[src/rtl/uart_receiver.sv]
// uart_receiver: 8N1 serial receiver with a one-cycle done or frame-error strobe.
// Optional build macro: UART_RECEIVER_MAJORITY_EN selects 2-of-3 majority voting
// at every sample point. Without it, each sample is the single synchronized value.
// Handshake: Done_o and FrameError_o are single-cycle strobes with no backpressure.
// Data_o is valid in the cycle Done_o is high and holds until the next good frame.
`timescale 1ns/1ps
module uart_receiver #(
  parameter int CLOCK_HZ = 10_000_000,
  parameter int BAUD     = 115200
) (
  input  logic       Clock,
  input  logic       Reset,
  input  logic       Rx_i,
  output logic [7:0] Data_o,
  output logic       Done_o,
  output logic       FrameError_o,
  output logic       Busy_o
);

  localparam int TICKS_PER_BIT = CLOCK_HZ / BAUD;
  localparam int HALF_BIT      = TICKS_PER_BIT / 2;
  localparam int CNT_W         = (TICKS_PER_BIT > 1) ? $clog2(TICKS_PER_BIT) : 1;
  localparam logic [CNT_W-1:0] HALF_LAST = CNT_W'(HALF_BIT - 1);
  localparam logic [CNT_W-1:0] BIT_LAST  = CNT_W'(TICKS_PER_BIT - 1);

  // Too few ticks per bit leaves no room for a mid-bit sample point.
  generate
    if (TICKS_PER_BIT < 8) begin : g_bad_ratio
      $error("uart_receiver: TICKS_PER_BIT must be at least 8");
    end
  endgenerate

  typedef enum logic [2:0] {
    IDLE  = 3'd0,
    START = 3'd1,
    DATA  = 3'd2,
    STOP  = 3'd3,
    BREAK = 3'd4
  } state_t;

  state_t           r_state;
  logic [CNT_W-1:0] r_cnt;
  logic [2:0]       r_idx;
  logic [7:0]       r_shift;
  logic [7:0]       r_data;
  logic             r_done;
  logic             r_ferr;
  logic             r_rx_meta;
  logic             r_rx_sync;
  logic             w_sample;

  // Two-flop synchronizer; idle-high line so both flops reset to 1.
  always_ff @(posedge Clock) begin
    if (!Reset) begin
      r_rx_meta <= 1'b1;
      r_rx_sync <= 1'b1;
    end else begin
      r_rx_meta <= Rx_i;
      r_rx_sync <= r_rx_meta;
    end
  end

`ifdef UART_RECEIVER_MAJORITY_EN
  logic r_rx_h1;
  logic r_rx_h2;

  // Two cycles of synchronized history for the majority vote.
  always_ff @(posedge Clock) begin
    if (!Reset) begin
      r_rx_h1 <= 1'b1;
      r_rx_h2 <= 1'b1;
    end else begin
      r_rx_h1 <= r_rx_sync;
      r_rx_h2 <= r_rx_h1;
    end
  end

  assign w_sample = (r_rx_sync & r_rx_h1) | (r_rx_sync & r_rx_h2) | (r_rx_h1 & r_rx_h2);
`else
  assign w_sample = r_rx_sync;
`endif

  // Frame FSM: start qualification, data shifting, stop check and break wait.
  always_ff @(posedge Clock) begin
    if (!Reset) begin
      r_state <= IDLE;
      r_cnt   <= '0;
      r_idx   <= '0;
      r_shift <= '0;
      r_data  <= '0;
      r_done  <= 1'b0;
      r_ferr  <= 1'b0;
    end else begin
      r_done <= 1'b0;
      r_ferr <= 1'b0;
      case (r_state)
        IDLE: begin
          // Edge detection uses the raw synchronized line, not the vote.
          if (!r_rx_sync) begin
            r_state <= START;
            r_cnt   <= '0;
          end
        end
        START: begin
          if (r_cnt == HALF_LAST) begin
            r_cnt <= '0;
            r_idx <= '0;
            // A line already back high at mid-start is a glitch.
            r_state <= w_sample ? IDLE : DATA;
          end else begin
            r_cnt <= r_cnt + CNT_W'(1);
          end
        end
        DATA: begin
          if (r_cnt == BIT_LAST) begin
            r_cnt   <= '0;
            r_shift <= {w_sample, r_shift[7:1]};
            if (r_idx == 3'd7) begin
              r_state <= STOP;
            end else begin
              r_idx <= r_idx + 3'd1;
            end
          end else begin
            r_cnt <= r_cnt + CNT_W'(1);
          end
        end
        STOP: begin
          if (r_cnt == BIT_LAST) begin
            r_cnt <= '0;
            if (w_sample) begin
              r_data  <= r_shift;
              r_done  <= 1'b1;
              r_state <= IDLE;
            end else begin
              r_ferr  <= 1'b1;
              r_state <= BREAK;
            end
          end else begin
            r_cnt <= r_cnt + CNT_W'(1);
          end
        end
        BREAK: begin
          // A held-low line must release before a new start is accepted.
          if (r_rx_sync) begin
            r_state <= IDLE;
          end
        end
        default: r_state <= IDLE;
      endcase
    end
  end

  assign Data_o       = r_data;
  assign Done_o       = r_done;
  assign FrameError_o = r_ferr;
  assign Busy_o       = (r_state != IDLE);

endmodule

[config.mk]
export PLATFORM = sky130hd
export DESIGN_NAME = uart_receiver
export DESIGN_NICKNAME = d
export VERILOG_FILES = /design/src/rtl/uart_receiver.sv
export SDC_FILE = /design/constraint.sdc
export NUM_CORES = 1
export LEC_CHECK = 0
export BUFFER_PORTS_ARGS = -buffer_cell sky130_fd_sc_hd__buf_2
export CORE_ASPECT_RATIO = 0.6
export CORE_UTILIZATION = 35
export CTS_CLUSTER_DIAMETER = 120
export CTS_CLUSTER_SIZE = 16
export DETAILED_ROUTE_END_ITERATION = 7
export PLACE_DENSITY_LB_ADDON = 0.15
export SLEW_MARGIN = 10
export SYNTH_ARGS = -nofsm -noshare
export SYNTH_HDL_FRONTEND = slang
export SYNTH_SLANG_ARGS = --single-unit
[constraint.sdc]
create_clock -name Clock -period 4.55 [get_ports Clock]
set_input_delay 0.455 -clock Clock [delete_from_list [all_inputs] [get_ports Clock]]
set_output_delay 0.455 -clock Clock [all_outputs]
set_load 0.1 [all_outputs]
==> results_dict.tcl, run 1 <==
set metrics [dict create \
    fmax_mhz 471 \
    syn_area_per_cell_um2 9.47 \
    synth-simple-area-share_pct 22.1 \
    cts_resized 0 \
    drt_iter0_drc 42 \
    antenna_found_initial 0 \
    cts_tree "yes" \
    slew_viol_final 0 \
    initial_core_util_pct 36.5 \
    hold_violations 0 \
    vdd_drop_max_v 0.000118 \
    post-place-ws_ns 2.39 \
    synth_edf_count 0 \
    p_clk_share_pct 46.8 \
    yosys.area.top_type "dfxtp_1" \
    num_vias 1146 \
    min_period_ns 2.12 \
    cp-end-kind "flop" \
    hpwl_mm 2.06 \
    dieArea_um2 4580 \
    min_period_over_period_pct 46.7 \
    worstPathCellList "ha_1, nor2b_1, and4_1, nand4_1, mux2i_1, nor2_1" \
    wl_per_cell_um 12.4 \
    crit_cells 6 \
    fin_ws_ns 2.43 \
    cap_violations 0 \
    yosysTopAreaCellShare_pct 43.9 \
    synth_most_common_cell "dfxtp_1" \
    num_antenna_cells 0 \
    io_buffers 13 \
    grt_overflow 0 \
    power.share.combinational_pct 4.1 \
    holdCritPathClass "primary input to flop" \
    post-cts-setup-buffer-count 0 \
    design_area_um2 1710 \
    pwr_density_cell_nw_per_um2 350 \
    grt_max_degree 27 \
    crit_arrival_ns 2.27 \
    synth_ff_type "dfxtp_1" \
    drc_errors 0 \
    synth.distinct_cells 35 \
    holdWs_ns 0.347 \
    clk_latency_ns 0.29 \
    finalWirelength_mm 2.87 \
    clock-root-buffer "clkbuf_8" \
    status "completed" \
    worst_pin_slew_ns 0.756 \
    syn_area_um2 1510 \
    reg2reg_depth 6 \
    yosys_warnings 0 \
    synth_top_family_by_area "simple AND/OR/NAND/NOR gates" \
    synth_compound_area_share_pct 11.9 \
    critPathTopFamily "simple AND/OR/NAND/NOR gates" \
    crit_slowest_cell "nand4_1" \
    hold_buffers 0 \
    switchingPower_w 0.000136 \
    row_count 18 \
    grtUsageTotal_pct 14.0 \
    critical_path_buf_inv_count 0 \
    drive_gt1_share_pct 14.6 \
    die_w_um 86.7 \
    hold_depth 2 \
    async_reset_ff_share_pct 0 \
    power.leakage_nw 0.709 \
    critPathKind "flop to flop" \
    clk_transition_reported_paths_ns 0.07 \
    setup_viol 0 \
    finClkSkew_ns 0.00845 \
    synthAdderAreaFrac_pct 4.16 \
    syn_nets 167 \
    gp_congestion 0.798 \
    synth_seq_cells 33 \
    drtPass1Iterations 4 \
    max_stage_delay_ns 0.52 \
    fin_nets 178 \
    core_um2 4120 \
    ys_seq_area_share_pct 43.9 \
    placedInstanceArea_um2 1590 \
    setup_tns_ns 0 \
    yosys-top-cells-area "dfxtp_1 44%, mux2i_1 13%, nor2_1 6.0%" \
    clock_path_buffers 2 \
    io_pins 14 \
    area_growth_pct 13.3 \
    die_h_um 52.8 \
    cts.sinks 33 \
    synth_xor_area_share_pct 0 \
    postRouteAntennaNets 0 \
    grt_pass1_vias 1015 \
    ys_top_cells_by_count "33 x dfxtp_1, 24 x nor2_1, 20 x mux2i_1, 8 x nand3_1, 7 x nand2_1" \
    syn_inst 159 \
    p_sw_share_pct 22.8 \
    p_int_w 0.000461 \
    start_kind "flop" \
    drt-vias-per-instance 4.96 \
    relSlewSlack_pct 49.5 \
    seqPwrFrac_pct 49.1 \
    grt_pass1_wl_mm 4.72 \
    cp_max_fo 9 \
    cts_buffers 5 \
    worstPathRequired_ns 4.70 \
    rsz0062_at_grt "no" \
    synth_mux_area_share_pct 13.3 \
    h-tree-depth 2 \
]
-- area by class of cell --
class / count / area (um^2)
timing repair buffer: 13 / 65.1
clock inverter: 3 / 46.3
fill: 430 / 2420
multi-input combinational: 113 / 774
sequential: 33 / 661
tap: 60 / 75.1
clock buffer: 5 / 68.8
inverter: 4 / 15.0
-- metrics by stage --
| step | instances | total power [W] | util, % |
|---|---|---|---|
| floorplan | 159 | 0.000320 | - |
| global placement | 223 | 0.000324 | 38.6 |
| detailed placement | 223 | 0.000324 | 38.6 |
| CTS | 231 | 0.000603 | 41.4 |
| global route | 231 | 0.000620 | 41.4 |
| finish | 231 | 0.000597 | 41.4 |
-- final timing paths --
check / startpoint / end / slack [ns]
min: Rx_i / r_rx_meta$_SDFF_PN1_ / 0.35
max reg2reg: r_cnt[0]$_SDFFE_PN0P_ / Data_o[7]$_SDFFE_PN0P_ / 2.43
min reg2reg: r_rx_meta$_SDFF_PN1_ / r_rx_sync$_SDFF_PN1_ / 0.41
max: r_cnt[0]$_SDFFE_PN0P_ / Data_o[7]$_SDFFE_PN0P_ / 2.43
-- per-layer routing --
| metal | vias up | routed length [um] | global-route usage (%) | part of all wire, % |
|---|---|---|---|---|
| met5 | - | 0 | 0 | 0 |
| li1 | 585 | - | - | - |
| met1 | 538 | 1520 | 18.7 | 53 |
| met2 | 18 | 1200 | 20.4 | 42 |
| met4 | 0 | 41 | 5.83 | 1.4 |
| met3 | 5 | 106 | 4.72 | 3.7 |
-- power groups by stage --
stage | Sequential (W) | Combinational (W) | Clock, W
finish | 0.000293 | 0.0000247 | 0.000279
global route | 0.000293 | 0.0000273 | 0.000300
CTS | 0.000293 | 0.0000249 | 0.000285
detailed placement | 0.000299 | 0.0000247 | 0
global placement | 0.000299 | 0.0000242 | 0
floorplan | 0.000298 | 0.0000219 | 0
-- sequential cells by signal, indices dropped and copies added, names as in the netlist --
signal / flops
Data_o: 8
r_shift: 8
r_cnt: 7
r_idx: 3
r_state: 3
Done_o: 1
FrameError_o: 1
r_rx_meta: 1
r_rx_sync: 1
-- cell usage in the layout (no fill, tap or decap), types with 2 or more instances in the layout --
master	instances
dfxtp_1	33
a32o_1	4
and2_1	2
a211oi_1	2
a21o_1	2
inv_1	4
nand3b_1	2
nand3_1	8
nor2b_1	5
or3_1	3
nand4_1	3
buf_2	13
nand2b_1	3
nand2_1	7
mux2i_1	20
a21oi_1	5
o31ai_1	4
nor3_1	2
clkbuf_8	5
nor2_1	24
ha_1	5
-- cell families after synthesis --
group	after synthesis
DFF	33
buffers and inverters	13
muxes	20
adders and majority gates	5
AOI/OAI and AO/OA	23
and+or+nand+nor	65
Power figures use the tool's default switching activity.
==> run 2, diff against run 1 <==
--- a/config.mk
+++ b/config.mk
@@ -5,6 +5,7 @@
 export SDC_FILE = /design/constraint.sdc
 export NUM_CORES = 1
 export LEC_CHECK = 0
+export ABC_AREA = 1
 export BUFFER_PORTS_ARGS = -buffer_cell sky130_fd_sc_hd__buf_2
 export CORE_ASPECT_RATIO = 0.6
 export CORE_UTILIZATION = 35
==> constraint.sdc (replaced) <==
create_clock -name Clock -period 2.1 [get_ports Clock]
set_input_delay 0.21 -clock Clock [delete_from_list [all_inputs] [get_ports Clock]]
set_output_delay 0.21 -clock Clock [all_outputs]
set_load 0.1 [all_outputs]
==> run 2 against run 1 <==
Against the previous run: utilization rose by 1.1 points; via count up 5.6%; final cell count is 24% higher; worst setup slack worse by 2.1 ns; die area increased by 3.1%; clock-buffer cell count is the same; synthesized cell count rose by 31%; wire length increased by 5.4%; critical path depth up 2; largest cell class unchanged; sequential power rose to 2.6 times the previous value; combinational power rose to 33 times the previous value; largest power group is now combinational logic.
==> results_dict.tcl, run 2 <==
set metrics [dict create \
    hpwl_mm 2.11 \
    max_stage_delay_ns 0.48 \
    async_reset_ff_share_pct 0 \
    fmax_mhz 567 \
    ys_top_cells_by_count "40 x nand2_1, 33 x dfxtp_1, 31 x inv_1, 25 x nor2_1, 18 x a21oi_1" \
    holdCritPathClass "primary input to flop" \
    final_common_cell "nand2_1" \
    crit_arrival_ns 1.95 \
    worstPathRequired_ns 2.29 \
    fin_ws_ns 0.336 \
    drt_iter0_drc 37 \
    die_h_um 53.6 \
    drc_errors 0 \
    power.leakage_nw 0.784 \
    finalWirelength_mm 3.02 \
    syn_inst 209 \
    yosysTopAreaCellShare_pct 42.5 \
    rsz0062_at_grt "no" \
    drt-vias-per-instance 4.22 \
    grt_pass1_vias 1115 \
    post-place-ws_ns 0.350 \
    hold_violations 0 \
    min_period_ns 1.76 \
    syn_nets 217 \
    placedInstanceArea_um2 1660 \
    start_kind "flop" \
    cp_max_fo 16 \
    cts.sinks 33 \
    antenna_found_initial 0 \
    cts_tree "yes" \
    core_um2 4190 \
    post-cts-setup-buffer-count 0 \
    postRouteAntennaNets 0 \
    ys_seq_area_share_pct 42.5 \
    initial_core_util_pct 37.1 \
    wl_per_cell_um 10.5 \
    relSlewSlack_pct 59.8 \
    die_w_um 88.0 \
    synth_ff_type "dfxtp_1" \
    grtUsageTotal_pct 15.2 \
    hold_buffers 0 \
    synth_seq_cells 33 \
    worstPathCellList "ha_1, nand2_4, nor2_4, nand2_4, nor3_4, inv_1, nor2_1, nor2_1" \
    num_antenna_cells 0 \
    clock_path_buffers 2 \
    crit_slowest_cell "nor3_4" \
    min_period_over_period_pct 84.0 \
    synth_most_common_cell "nand2_1" \
    clk_transition_reported_paths_ns 0.07 \
    grt_overflow 0 \
    status "completed" \
    cp-end-kind "flop" \
    drive_gt1_share_pct 18.9 \
    clk_latency_ns 0.29 \
    io_pins 14 \
    syn_area_um2 1550 \
    holdWs_ns 0.118 \
    gp_congestion 0.763 \
    design_area_um2 1780 \
    critPathKind "flop to flop" \
    finClkSkew_ns 0.00705 \
    yosys-top-cells-area "dfxtp_1 43%, nand2_1 9.7%, inv_1 7.5%" \
    clock-root-buffer "clkbuf_8" \
    dieArea_um2 4720 \
    setup_viol 0 \
    grt_pass1_wl_mm 5.21 \
    worst_pin_slew_ns 0.601 \
    setup_tns_ns 0 \
    num_vias 1210 \
    vdd_drop_max_v 0.000338 \
    cap_violations 0 \
    cts_buffers 5 \
    drtPass1Iterations 4 \
    yosys_warnings 0 \
    synth.distinct_cells 25 \
    pwr_density_cell_nw_per_um2 1240 \
    final_cell_mix "40 x nand2_1, 33 x dfxtp_1, 31 x inv_1, 25 x nor2_1, 18 x a21oi_1" \
    slew_viol_final 0 \
    fin_nets 234 \
    yosys.area.top_type "dfxtp_1" \
    cts_resized 0 \
    area_growth_pct 14.6 \
    row_count 18 \
    io_buffers 13 \
    syn_area_per_cell_um2 7.43 \
    synth_edf_count 0 \
    grt_max_degree 26 \
    h-tree-depth 2 \
]
run 2: cell types whose count changed after synthesis, moves of 4 or more:
cell     previous run  this run
o21ai_0             0        15
o21ai_2             0         4
nor2b_1             5         0
inv_1               4        31
o31ai_1             4         0
a21oi_1             5        18
a32o_1              4         0
mux2i_1            20         0
nand2_1             7        40
run 2: path summary, 6_finish.rpt:
check                         from                      to  slack, ns  cells past startpoint
max          r_cnt[0]$_SDFFE_PN0P_  Data_o[0]$_SDFFE_PN0P_       0.34                      8
min                           Rx_i    r_rx_meta$_SDFF_PN1_       0.12                      2
max reg2reg  r_cnt[0]$_SDFFE_PN0P_  Data_o[0]$_SDFFE_PN0P_       0.34                      8
min reg2reg   r_rx_meta$_SDFF_PN1_    r_rx_sync$_SDFF_PN1_       0.42                      1
run 2: layer usage:
metal / up-vias / wire (um) / track usage, %
li1: 681 / - / -
met1: 509 / 1800 / 22.6
met2: 12 / 1060 / 19.1
met3: 8 / 104 / 4.91
met4: 0 / 52 / 7.38
met5: - / 0 / 0
run 2: report_power, final:
| group | total (W) | internal (W) | switching [W] | leakage [nW] |
|---|---|---|---|---|
| Clock | 0.000620 | 0.000355 | 0.000265 | 0.0543 |
| Sequential | 0.000768 | 0.000689 | 0.0000787 | 0.267 |
| Combinational | 0.000827 | 0.000235 | 0.000592 | 0.463 |
run 2: area by class of cell:
class	count	area, um^2
inverters	34	128
flip-flops and latches	33	661
fillers	445	2410
multi-input cells	138	728
repair buffers	14	72.6
clock buffers	5	68.8
clock inverters	3	46.3
well taps	60	75.1
run 2: worst max-delay path: cells and delay by family (launching register included):
kind	cells	cell delay [ns]
simple gates	6	0.91
flops	1	0.40
fa+ha+maj	1	0.22
buf+inv	1	0.12
run 2: stage by stage:
stage               util [%]  cells  power [W]
floorplan                  -    209    0.00145
global placement        39.7    279    0.00162
detailed placement      39.7    279    0.00161
CTS                     42.5    287    0.00224
global route            42.5    287    0.00239
finish                  42.5    287    0.00221
run 2: logic make-up (layout without fill, tap and decap cells):
logic type | after synthesis | count (layout) | share of synthesized area, %
buffers and inverters | 38 | 56 | 10.6
XOR/XNOR | 3 | 3 | 1.69
adder cells (fa/ha/maj) | 5 | 5 | 4.03
AND/OR/NAND/NOR | 89 | 89 | 26.5
AO/OA/AOI/OAI | 41 | 41 | 14.7
flip-flops | 33 | 33 | 42.5
